$ cat config.mk
export PLATFORM = sky130hd
export DESIGN_NAME = zig_zag_pp_flat
export DESIGN_NICKNAME = d
export VERILOG_FILES = /design/src/rtl/zig_zag_pp_if.sv /design/src/rtl/zig_zag_pp.sv /design/src/flat_wrapper.sv
export SDC_FILE = /design/constraint.sdc
export NUM_CORES = 2
export LEC_CHECK = 0
export BUFFER_PORTS_ARGS = -buffer_cell sky130_fd_sc_hd__buf_4
export CORE_ASPECT_RATIO = 0.8
export CORE_MARGIN = 2
export CORE_UTILIZATION = 35
export CTS_CLUSTER_DIAMETER = 150
export DETAILED_ROUTE_END_ITERATION = 7
export PLACE_DENSITY_LB_ADDON = 0.05
export SKIP_LAST_GASP = 1
export SLEW_MARGIN = 20
export SYNTH_ARGS = -nofsm -noshare
export SYNTH_HDL_FRONTEND = slang
export SYNTH_SLANG_ARGS = --single-unit
$ cat constraint.sdc
create_clock -name clk_i -period 6.65 [get_ports clk_i]
set_input_delay 0 -clock clk_i [delete_from_list [all_inputs] [get_ports clk_i]]
set_output_delay 0 -clock clk_i [all_outputs]
set_load 0.02 [all_outputs]
$ cat src/rtl/zig_zag_pp_if.sv
// AXI4-Stream bundle shared by the coefficient input and the reordered output.
interface axi4_stream_if #(
  parameter int DATA_WIDTH = 16
);
  logic [DATA_WIDTH-1:0]   tdata;
  logic [DATA_WIDTH/8-1:0] tstrb;
  logic [DATA_WIDTH/8-1:0] tkeep;
  logic                    tvalid;
  logic                    tready;
  logic                    tlast;
  logic                    tuser;

  modport master (output tdata, tstrb, tkeep, tvalid, tlast, tuser, input tready);
  modport slave  (input tdata, tstrb, tkeep, tvalid, tlast, tuser, output tready);
endinterface

$ cat src/rtl/zig_zag_pp.sv
// Ping-pong 8x8 zigzag reorderer: each block is scattered into one of two banks
// on write and streamed out sequentially while the other bank fills.
module zig_zag_pp #(
  parameter int DCT_WIDTH   = 12,
  parameter bit DIR_DEFAULT = 1'b0
) (
  input  logic          clk_i,
  input  logic          rst_i,
  input  logic          dir_i,
  axi4_stream_if.slave  dct_i,
  axi4_stream_if.master zz_o,
  output logic          busy_o
);
  localparam int TDATA_WIDTH = ((DCT_WIDTH + 7) / 8) * 8;

  typedef enum logic [1:0] {EMPTY, FILL, FULL, DRAIN} bank_state_t;

  // ZZ[k] is the raster position of zigzag rank k; ZZ_INV is its inverse.
  localparam int ZZ [64] = '{
     0,  1,  8, 16,  9,  2,  3, 10, 17, 24, 32, 25, 18, 11,  4,  5,
    12, 19, 26, 33, 40, 48, 41, 34, 27, 20, 13,  6,  7, 14, 21, 28,
    35, 42, 49, 56, 57, 50, 43, 36, 29, 22, 15, 23, 30, 37, 44, 51,
    58, 59, 52, 45, 38, 31, 39, 46, 53, 60, 61, 54, 47, 55, 62, 63};
  localparam int ZZ_INV [64] = '{
     0,  1,  5,  6, 14, 15, 27, 28,  2,  4,  7, 13, 16, 26, 29, 42,
     3,  8, 12, 17, 25, 30, 41, 43,  9, 11, 18, 24, 31, 40, 44, 53,
    10, 19, 23, 32, 39, 45, 52, 54, 20, 22, 33, 38, 46, 51, 55, 60,
    21, 34, 37, 47, 50, 56, 59, 61, 35, 36, 48, 49, 57, 58, 62, 63};

  bank_state_t          state [2];
  logic [1:0]           dir_flag;
  logic [1:0]           user_flag;
  logic [1:0]           last_flag;
  logic                 wp;
  logic                 rp;
  logic [5:0]           wc;
  logic [5:0]           rc;
  logic [DCT_WIDTH-1:0] mem [128];
  logic [DCT_WIDTH-1:0] rd_data;

  logic       in_ready;
  logic       in_hs;
  logic       first_beat;
  logic       blk_dir;
  logic [5:0] waddr;
  logic       out_valid;
  logic       out_hs;
  logic [5:0] raddr;
  logic       rbank;
  logic       unused_sideband;

  assign in_ready   = !rst_i && (state[wp] == EMPTY || state[wp] == FILL);
  assign in_hs      = in_ready && dct_i.tvalid;
  assign first_beat = (state[wp] == EMPTY);
  assign blk_dir    = first_beat ? dir_i : dir_flag[wp];
  assign waddr      = blk_dir ? 6'(ZZ[wc]) : 6'(ZZ_INV[wc]);

  assign out_valid  = (state[rp] == FULL || state[rp] == DRAIN);
  assign out_hs     = out_valid && zz_o.tready;
  // Read one beat ahead so the output register already holds the next address.
  assign raddr      = out_hs ? rc + 6'd1 : rc;
  assign rbank      = (out_hs && rc == 6'd63) ? ~rp : rp;

  always_ff @(posedge clk_i) begin
    if (in_hs) begin
      mem[{wp, waddr}] <= dct_i.tdata[DCT_WIDTH-1:0];
    end
    rd_data <= mem[{rbank, raddr}];
  end

  always_ff @(posedge clk_i or posedge rst_i) begin
    if (rst_i) begin
      state[0]  <= EMPTY;
      state[1]  <= EMPTY;
      wp        <= 1'b0;
      rp        <= 1'b0;
      wc        <= 6'd0;
      rc        <= 6'd0;
      dir_flag  <= {2{DIR_DEFAULT}};
      user_flag <= 2'b00;
      last_flag <= 2'b00;
    end else begin
      if (in_hs) begin
        if (first_beat) begin
          dir_flag[wp]  <= dir_i;
          user_flag[wp] <= dct_i.tuser;
          last_flag[wp] <= dct_i.tlast;
        end else begin
          user_flag[wp] <= user_flag[wp] | dct_i.tuser;
          last_flag[wp] <= last_flag[wp] | dct_i.tlast;
        end
        if (wc == 6'd63) begin
          state[wp] <= FULL;
          wp        <= ~wp;
          wc        <= 6'd0;
        end else begin
          state[wp] <= FILL;
          wc        <= wc + 6'd1;
        end
      end
      // Write and read never target the same bank in one cycle: their states are disjoint.
      if (out_hs && rc == 6'd63) begin
        state[rp] <= EMPTY;
        rp        <= ~rp;
        rc        <= 6'd0;
      end else begin
        if (out_hs) begin
          rc <= rc + 6'd1;
        end
        if (state[rp] == FULL) begin
          state[rp] <= DRAIN;
        end
      end
    end
  end

  assign dct_i.tready = in_ready;
  assign zz_o.tvalid  = out_valid;
  assign zz_o.tdata   = out_valid ? TDATA_WIDTH'($signed(rd_data)) : '0;
  assign zz_o.tuser   = out_valid && (rc == 6'd0) && user_flag[rp];
  assign zz_o.tlast   = out_valid && (rc == 6'd63) && last_flag[rp];
  assign zz_o.tstrb   = '1;
  assign zz_o.tkeep   = '1;
  assign busy_o       = (state[0] != EMPTY) || (state[1] != EMPTY);

  assign unused_sideband = ^{dct_i.tdata, dct_i.tstrb, dct_i.tkeep};
endmodule

$ cat src/flat_wrapper.sv
// flat-port wrapper written by rule: the top's interface ports become plain ports
module zig_zag_pp_flat 
#(
  parameter int DCT_WIDTH   = 12,
  parameter bit DIR_DEFAULT = 1'b0
)
  (clk_i, rst_i, dir_i, busy_o, dct_i_tdata, dct_i_tstrb, dct_i_tkeep, dct_i_tvalid, dct_i_tlast, dct_i_tuser, dct_i_tready, zz_o_tdata, zz_o_tstrb, zz_o_tkeep, zz_o_tvalid, zz_o_tlast, zz_o_tuser, zz_o_tready);
  axi4_stream_if #(.DATA_WIDTH(16)) dct_i_i ();
  axi4_stream_if #(.DATA_WIDTH(16)) zz_o_i ();
  input  logic clk_i;
  input  logic rst_i;
  input  logic dir_i;
  output logic busy_o;
  input wire logic [$bits(dct_i_i.tdata)-1:0] dct_i_tdata;
  input wire logic [$bits(dct_i_i.tstrb)-1:0] dct_i_tstrb;
  input wire logic [$bits(dct_i_i.tkeep)-1:0] dct_i_tkeep;
  input wire logic [$bits(dct_i_i.tvalid)-1:0] dct_i_tvalid;
  input wire logic [$bits(dct_i_i.tlast)-1:0] dct_i_tlast;
  input wire logic [$bits(dct_i_i.tuser)-1:0] dct_i_tuser;
  output wire logic [$bits(dct_i_i.tready)-1:0] dct_i_tready;
  output wire logic [$bits(zz_o_i.tdata)-1:0] zz_o_tdata;
  output wire logic [$bits(zz_o_i.tstrb)-1:0] zz_o_tstrb;
  output wire logic [$bits(zz_o_i.tkeep)-1:0] zz_o_tkeep;
  output wire logic [$bits(zz_o_i.tvalid)-1:0] zz_o_tvalid;
  output wire logic [$bits(zz_o_i.tlast)-1:0] zz_o_tlast;
  output wire logic [$bits(zz_o_i.tuser)-1:0] zz_o_tuser;
  input wire logic [$bits(zz_o_i.tready)-1:0] zz_o_tready;
  assign dct_i_i.tdata = dct_i_tdata;
  assign dct_i_i.tstrb = dct_i_tstrb;
  assign dct_i_i.tkeep = dct_i_tkeep;
  assign dct_i_i.tvalid = dct_i_tvalid;
  assign dct_i_i.tlast = dct_i_tlast;
  assign dct_i_i.tuser = dct_i_tuser;
  assign dct_i_tready = dct_i_i.tready;
  assign zz_o_tdata = zz_o_i.tdata;
  assign zz_o_tstrb = zz_o_i.tstrb;
  assign zz_o_tkeep = zz_o_i.tkeep;
  assign zz_o_tvalid = zz_o_i.tvalid;
  assign zz_o_tlast = zz_o_i.tlast;
  assign zz_o_tuser = zz_o_i.tuser;
  assign zz_o_i.tready = zz_o_tready;
  zig_zag_pp #(.DCT_WIDTH(DCT_WIDTH), .DIR_DEFAULT(DIR_DEFAULT)) u_core (.clk_i(clk_i), .rst_i(rst_i), .dir_i(dir_i), .dct_i(dct_i_i), .zz_o(zz_o_i), .busy_o(busy_o));
endmodule
; ---- Word level (Yosys, flattened, before mapping)
; Memories as Yosys holds them, arrays and structs flattened. A register that Yosys moved wholly into a read port is not among the register bits.
; Cells that the tools add are included.
; W data, S select, Z words.
[op_classes]
addsub = 2
magnitude_cmp = 8
n_eq_ne = 5
mux = 46
bitwise = 16
reduce_logical = 21
[op_table]
columns = op, n
row1 = $mux W6, 8
row2 = $mux W2, 10
row3 = $mux W16, 1
row4 = $mux W4, 4
row5 = $mux W1, 15
row6 = $add A6 B1 Y6 const B, 2
row7 = $eq A6 B6 Y1 const B, 2
row8 = $logic_and A1 B1 Y1, 11
row9 = $bwmux W2, 5
row10 = $ge A7 B7 Y1 const B, 1
row11 = $not A6 Y7, 1
row12 = $logic_not A6 Y1, 1
row13 = $and A2 B2 Y2, 2
row14 = $and A4 B4 Y4, 1
row15 = $demux W2 S1, 2
row16 = $eq A2 B2 Y1 const B, 2
row17 = $ge A2 B2 Y1 const B, 2
row18 = $lt A1 B2 Y1 const B, 2
row19 = $lt A2 B1 Y1 const B, 2
row20 = $not A1 Y2, 2
row21 = $not A2 Y2, 2
row22 = $not A4 Y4, 1
row23 = $or A2 B2 Y2, 2
row24 = $or A4 B4 Y4, 1
row25 = 10 further kinds, 16
[word_totals]
register_bits = 24
ram_bits = 1536
rom_bits = 4096
inputBits = 27
out_inout_bits = 25
word_cells = 110
memories = 3
[mem_list]
columns = name, depth, word_bits, read_ports, rd_clocked_by_memory_dff, write_ports, line
row1 = (name not given), 64, 32, 1, 0, 0, zig_zag_pp.sv:56  ; assign waddr = blk_dir ? 6'(ZZ[wc]) : 6'(ZZ_INV[wc]);
row2 = (name not given), 64, 32, 1, 0, 0, zig_zag_pp.sv:56
row3 = u_core.mem, 128, 12, 1, 1, 1, zig_zag_pp.sv:38  ; logic [DCT_WIDTH-1:0] mem [128];

; ---- Logic depth before layout (Yosys ltp)
[depth]
depth_word = 12
ltp_mapped = 13

; ---- Worst setup path after synthesis
; No wires, ideal clock.
[synth_path]
path_kind = register to register
startpoint = reg u_core.wc[1]
endpoint = mem u_core.mem[85][0] (enable)
setup_ps = 417
arrival_ps = 4387
t_required_ps = 6233
path_slack_ps = 1845
path_stages_with_launch = 12
n_path_buf = 2
synth_period_minus_slack_ps = 4805
path_cell_list = dfrtp_1 -> clkbuf_1 -> inv_1 -> ha_1 -> clkbuf_1 -> inv_1 -> mux4_2 -> mux2i_1 -> o211ai_1 -> a221oi_1 -> nand2_1 -> nor4b_1
[synth_via]
elab_chain_cells = 5
[synth_rtl]
columns = element, line
row1 = start: declaration, zig_zag_pp.sv:36  ; logic [5:0] wc;
row2 = start signal: assignment, zig_zag_pp.sv:98  ; wc <= wc + 6'd1;
row3 = $not A6 Y7 (not written as such) (*), zig_zag_pp.sv:56
row4 = $mem_v2 Z64 W32, -
row5 = $mux W6 (not written as such) (2 in series), zig_zag_pp.sv:56
row6 = $mux W6 (*), zig_zag_pp.sv:56
row7 = end: declaration, zig_zag_pp.sv:38
; Every way passes the cells marked *; elsewhere a longest branch is shown, timed or not. The select of a mux whose other input is x is not followed.

; ---- Worst setup path in the final report
[layout_path]
startpoint = reg u_core.rp
endpoint = reg u_core.rd_data[1] (read register of u_core.mem)
[layout_via]
elab_chain_cells = 9
[layout_rtl]
columns = element, line
row1 = start: declaration, zig_zag_pp.sv:35  ; logic rp;
row2 = start signal: assignment, zig_zag_pp.sv:104  ; rp <= ~rp;
row3 = $not A1 Y2 (not written as such), zig_zag_pp.sv:58  ; assign out_valid = (state[rp] == FULL || state[rp] == DRAIN);
row4 = $mux W2 (not written as such) (3 in series), zig_zag_pp.sv:58
row5 = $eq A2 B2 Y1, zig_zag_pp.sv:58
row6 = $logic_or A1 B1 Y1, zig_zag_pp.sv:58
row7 = $logic_and A1 B1 Y1, zig_zag_pp.sv:59  ; assign out_hs = out_valid && zz_o.tready;
row8 = $logic_and A1 B1 Y1, zig_zag_pp.sv:62  ; assign rbank = (out_hs && rc == 6'd63) ? ~rp : rp;
row9 = $mux W1, -
row10 = end: declaration, zig_zag_pp.sv:39  ; logic [DCT_WIDTH-1:0] rd_data;
; Several ways; a longest one is shown, not always the timed one. The select of a mux whose other input is x is not followed.
; A chain may end at the register's enable or synchronous reset.

==> impl_metrics.py <==
metrics = {
    "global_route": {
        "grt_overflow_total": 0,
        "antenna_found_initial": 8,
        "grt_use_total_pct": 22.5,
        "grt_max_degree": 167,
        "grt_pass1_wl_um": 355000,
        "grt_pass1_vias": 47700,
    },
    "layout": {
        "fin_nets": 5679,
        "fin_util_pct": 40.0,
        "drive_gt1_share_pct": 12.7,
        "area_growth_pct": 13.9,
        "nFillCells": 19800,
    },
    "clock_network": {
        "clock-sinks": 1572,
        "insertion_delay_ns": 0.81,
        "postCtsSetupBuffers": 0,
        "cts_max_level": 4,
        "clockBufferDepth": 3,
        "ctsHoldBuffers": 18,
        "cts_root_buf": "clkbuf_16",
        "path_clk_slew_ns": 0.06,
        "cts_resized": 0,
        "cts_buffers": 171,
        "tritoncts": "built",
    },
    "pwr": {
        "comb_power_share_pct": 37.9,
        "totalPowerFinal_mw": 33.4,
        "p_clk_share_pct": 27.6,
        "sequentialPowerShare_pct": 34.4,
        "powerDensity_nw_per_um2": 396,
        "switching_power_mw": 12.7,
        "power_leakage_nw": 27.2,
        "swShare_pct": 38.1,
        "max-vdd-ir-drop_mv": 0.697,
        "cellInternalPower_mw": 20.7,
    },
    "sta": {
        "worst_pin_slew_ns": 1.15,
        "max_freq_mhz": 192,
        "maxSlewHeadroom_pct": 23.1,
        "slew_violations": 0,
        "setup_tns_ns": 0,
        "finalCritPeriodShare_pct": 78.5,
        "final-hold-violation-count": 0,
        "finalSetupViolCount": 0,
        "rsz0062_at_grt": "no",
        "post-route-min-period_ns": 5.22,
        "fin_skew_ns": 0.0309,
    },
    "logic_synthesis": {
        "synthArstFlopShare_pct": 1.53,
        "syn_inst": 5621,
        "syn_avg_cell_area_um2": 13.2,
        "ys_ff_latch": 1572,
        "yosysUniqueCellTypes": 85,
        "synth_flop_cell": "edfxtp_1",
        "synth-edff-count": 1536,
        "yosys_warnings": 0,
        "ys_seq_area_share_pct": 63.4,
        "netlist_area_um2": 74100,
    },
    "floorplan": {
        "row_count": 151,
        "die_w_um": 518,
        "io_pins": 52,
        "start_util_pct": 35.1,
        "die_height_um": 415,
        "die_area_um2": 215000,
        "core_um2": 211000,
    },
    "critical_path": {
        "cp.arrival_ns": 5.93,
        "worst_path_most_repeated_cell": "buf_4",
        "cp-end-kind": "register",
        "max_stage_delay_ns": 0.95,
        "slowest_stage": "o41ai_1",
        "crit_family": "compound AO/OA/AOI/OAI gates",
        "required_ns": 7.36,
        "path_class": "register to register",
        "startpoint_type": "register",
        "crit_chain": "mux2i_4 > clkinv_2 > buf_4 > nand3_1 > o22a_1 > buf_4 > a211oi_1 > o41ai_1 > nor4_1 > buf_4 > nor4_1",
        "path_max_fanout": 17,
        "cp_num_buf_inv": 4,
    },
    "placed_design": {
        "io_buffers": 39,
        "gp_congestion": 0.821,
        "place_hpwl_um": 146000,
    },
    "min_path": {
        "hp-class": "input port to register",
    },
    "outcome": {
        "status": "complete, no violations",
    },
    "drt": {
        "first_iter_violations": 4498,
        "post_drt_wl_per_cell_um": 28.9,
        "viasPerCell": 5.69,
        "drtPass1Iterations": 7,
        "drcViolationCount": 0,
        "antenna_left": 0,
        "drt_wl_total_um": 249000,
        "via_count": 48900,
    },
    "run": {
        "max_cap_viol_count": 0,
    },
}
## synth_stat cells (all sizes together), types with 5 or more instances
| cell | number | share of area [%] |
|---|---|---|
| a2111oi | 13 | 0.15 |
| a211oi | 154 | 1.6 |
| a21oi | 40 | 0.28 |
| a221oi | 14 | 0.17 |
| a22oi | 26 | 0.26 |
| a311oi | 17 | 0.20 |
| a31o | 25 | 0.30 |
| a31oi | 44 | 0.37 |
| a32o | 31 | 0.42 |
| a32oi | 172 | 2.0 |
| a41oi | 50 | 0.59 |
| and2 | 20 | 0.17 |
| and3 | 123 | 1.0 |
| buf | 177 | 1.2 |
| clkbuf | 338 | 1.7 |
| dfrtp | 24 | 0.81 |
| dfxtp | 12 | 0.32 |
| edfxtp | 1536 | 62 |
| ha | 24 | 0.41 |
| inv | 19 | 0.096 |
| mux2 | 31 | 0.47 |
| mux2i | 928 | 13 |
| mux4 | 11 | 0.33 |
| nand2 | 456 | 2.3 |
| nand2b | 67 | 0.57 |
| nand3 | 538 | 3.6 |
| nand3b | 6 | 0.061 |
| nand4 | 19 | 0.16 |
| nor2 | 116 | 0.59 |
| nor2b | 19 | 0.16 |
| nor3 | 33 | 0.24 |
| nor4 | 79 | 0.69 |
| nor4b | 26 | 0.31 |
| o211ai | 22 | 0.22 |
| o21a | 6 | 0.061 |
| o21ai | 285 | 1.9 |
| o22ai | 5 | 0.042 |
| o31a | 12 | 0.14 |
| o31ai | 6 | 0.061 |
| o41ai | 12 | 0.14 |
| or2 | 12 | 0.10 |
| or3 | 7 | 0.059 |
| or4 | 13 | 0.13 |
## path summary, 6_finish.rpt
path                                            startpoint                         endpoint  slack (ns)  cells after the start
setup / recovery                       u_core.rp$_DFF_PP0_        u_core.rd_data[1]$_DFF_P_        1.43                     11
max in group asynchronous                            rst_i           u_core.rc[0]$_DFF_PP0_        5.77                      4
min in group asynchronous                            rst_i            u_core.wp$_DFFE_PP0P_        0.43                      4
setup reg to reg                       u_core.rp$_DFF_PP0_        u_core.rd_data[1]$_DFF_P_        1.43                     11
hold / removal                                 dct_i_tuser  u_core.user_flag[0]$_DFFE_PP0P_        0.07                      3
hold reg to reg            u_core.user_flag[1]$_DFFE_PP0P_  u_core.user_flag[1]$_DFFE_PP0P_        0.50                      1
## flip-flops by register name, summed over array words and instances, names as in the netlist
register          count
u_core.state          4
u_core.rc             6
u_core.rd_data       12
u_core.last_flag      2
u_core.dir_flag       2
u_core.wc             6
u_core.user_flag      2
u_core.wp             1
u_core.rp             1
u_core.mem         1536
## worst register-to-register path: cells and delay by family, from the launching register on
family	cells	cell delay (ns)
AO/OA/AOI/OAI	3	1.91
flip-flops	1	0.73
AND/OR/NAND/NOR	3	0.57
buffers and inverters	4	1.03
multiplexers	1	0.86
## layout by cell type (no fill, tap or decap), types with 16 or more instances in the layout
cell type      count
buf_4            286
clkbuf_16        175
dlygate4sd3_1     19
nor2_1           110
clkinv_1          35
buf_12            28
nand2_1          453
clkinv_2          26
nor2b_1           19
nand4_1           19
a21oi_1           39
nor3_2            20
nand2b_1          67
edfxtp_1        1536
a32o_1            29
mux2i_1          927
nand3_1          535
mux2_2            31
dfrtp_1           20
a32oi_1          169
o21ai_0          281
inv_1             16
and2_1            19
clkbuf_1          43
a31oi_1           44
a41oi_1           50
a311oi_1          17
o211ai_1          22
nor4_1            49
a211oi_1         154
ha_1              23
and3_1           123
a22oi_1           26
a31o_2            16
nor4_2            29
## layer usage
metal | share of wire [%] | track usage, % | vias to the layer above
met5 | 0.016 | 0 | -
met4 | 2.0 | 5.21 | 6
met3 | 4.7 | 3.07 | 282
met2 | 46 | 35.8 | 1202
met1 | 47 | 32.5 | 25300
li1 | - | - | 22100
## stage by stage
step	worst slack (ns)	instance area, um2	instances	hold slack [ns]
after global placement	1.58	78900	8265	0.240
after CTS	1.51	84300	8585	0.0210
final	1.43	84400	8592	0.0721
after floorplan	1.85	74100	5624	0.0146
after global routing	1.35	84400	8587	0.0358
after detailed placement	1.55	78900	8265	0.238
## power groups by stage
stage	sequential, mW	combinational, mW	clock [mW]
floorplan	11.5	8.07	0
global placement	11.7	12.6	0
detailed placement	11.7	12.7	0
CTS	11.5	12.7	9.44
global route	11.5	13.5	9.84
finish	11.5	12.7	9.22
## layout make-up
cell class                      count  area (um2)  share of cell area [%]
Clock buffer                      225        4640                    5.49
Antenna cell                        5        12.5                  0.0148
Sequential cell                  1572       47000                    55.7
Tap cell                         2830        3540                    4.20
Inverter                           20        76.3                  0.0904
Multi-Input combinational cell   3517       25500                    30.2
Clock inverter                     77         649                   0.770
Timing Repair Buffer              346        3040                    3.61
## cells by family after synthesis
group / synth area share [%]
buf+inv: 3.05
other cells: 0.00506
mux: 13.4
fa+ha+maj: 0.405
simple gates: 10.4
xor+xnor: 0.105
flops: 63.4
compound gates: 9.28
Note: power is estimated with default switching activity, not from simulation.
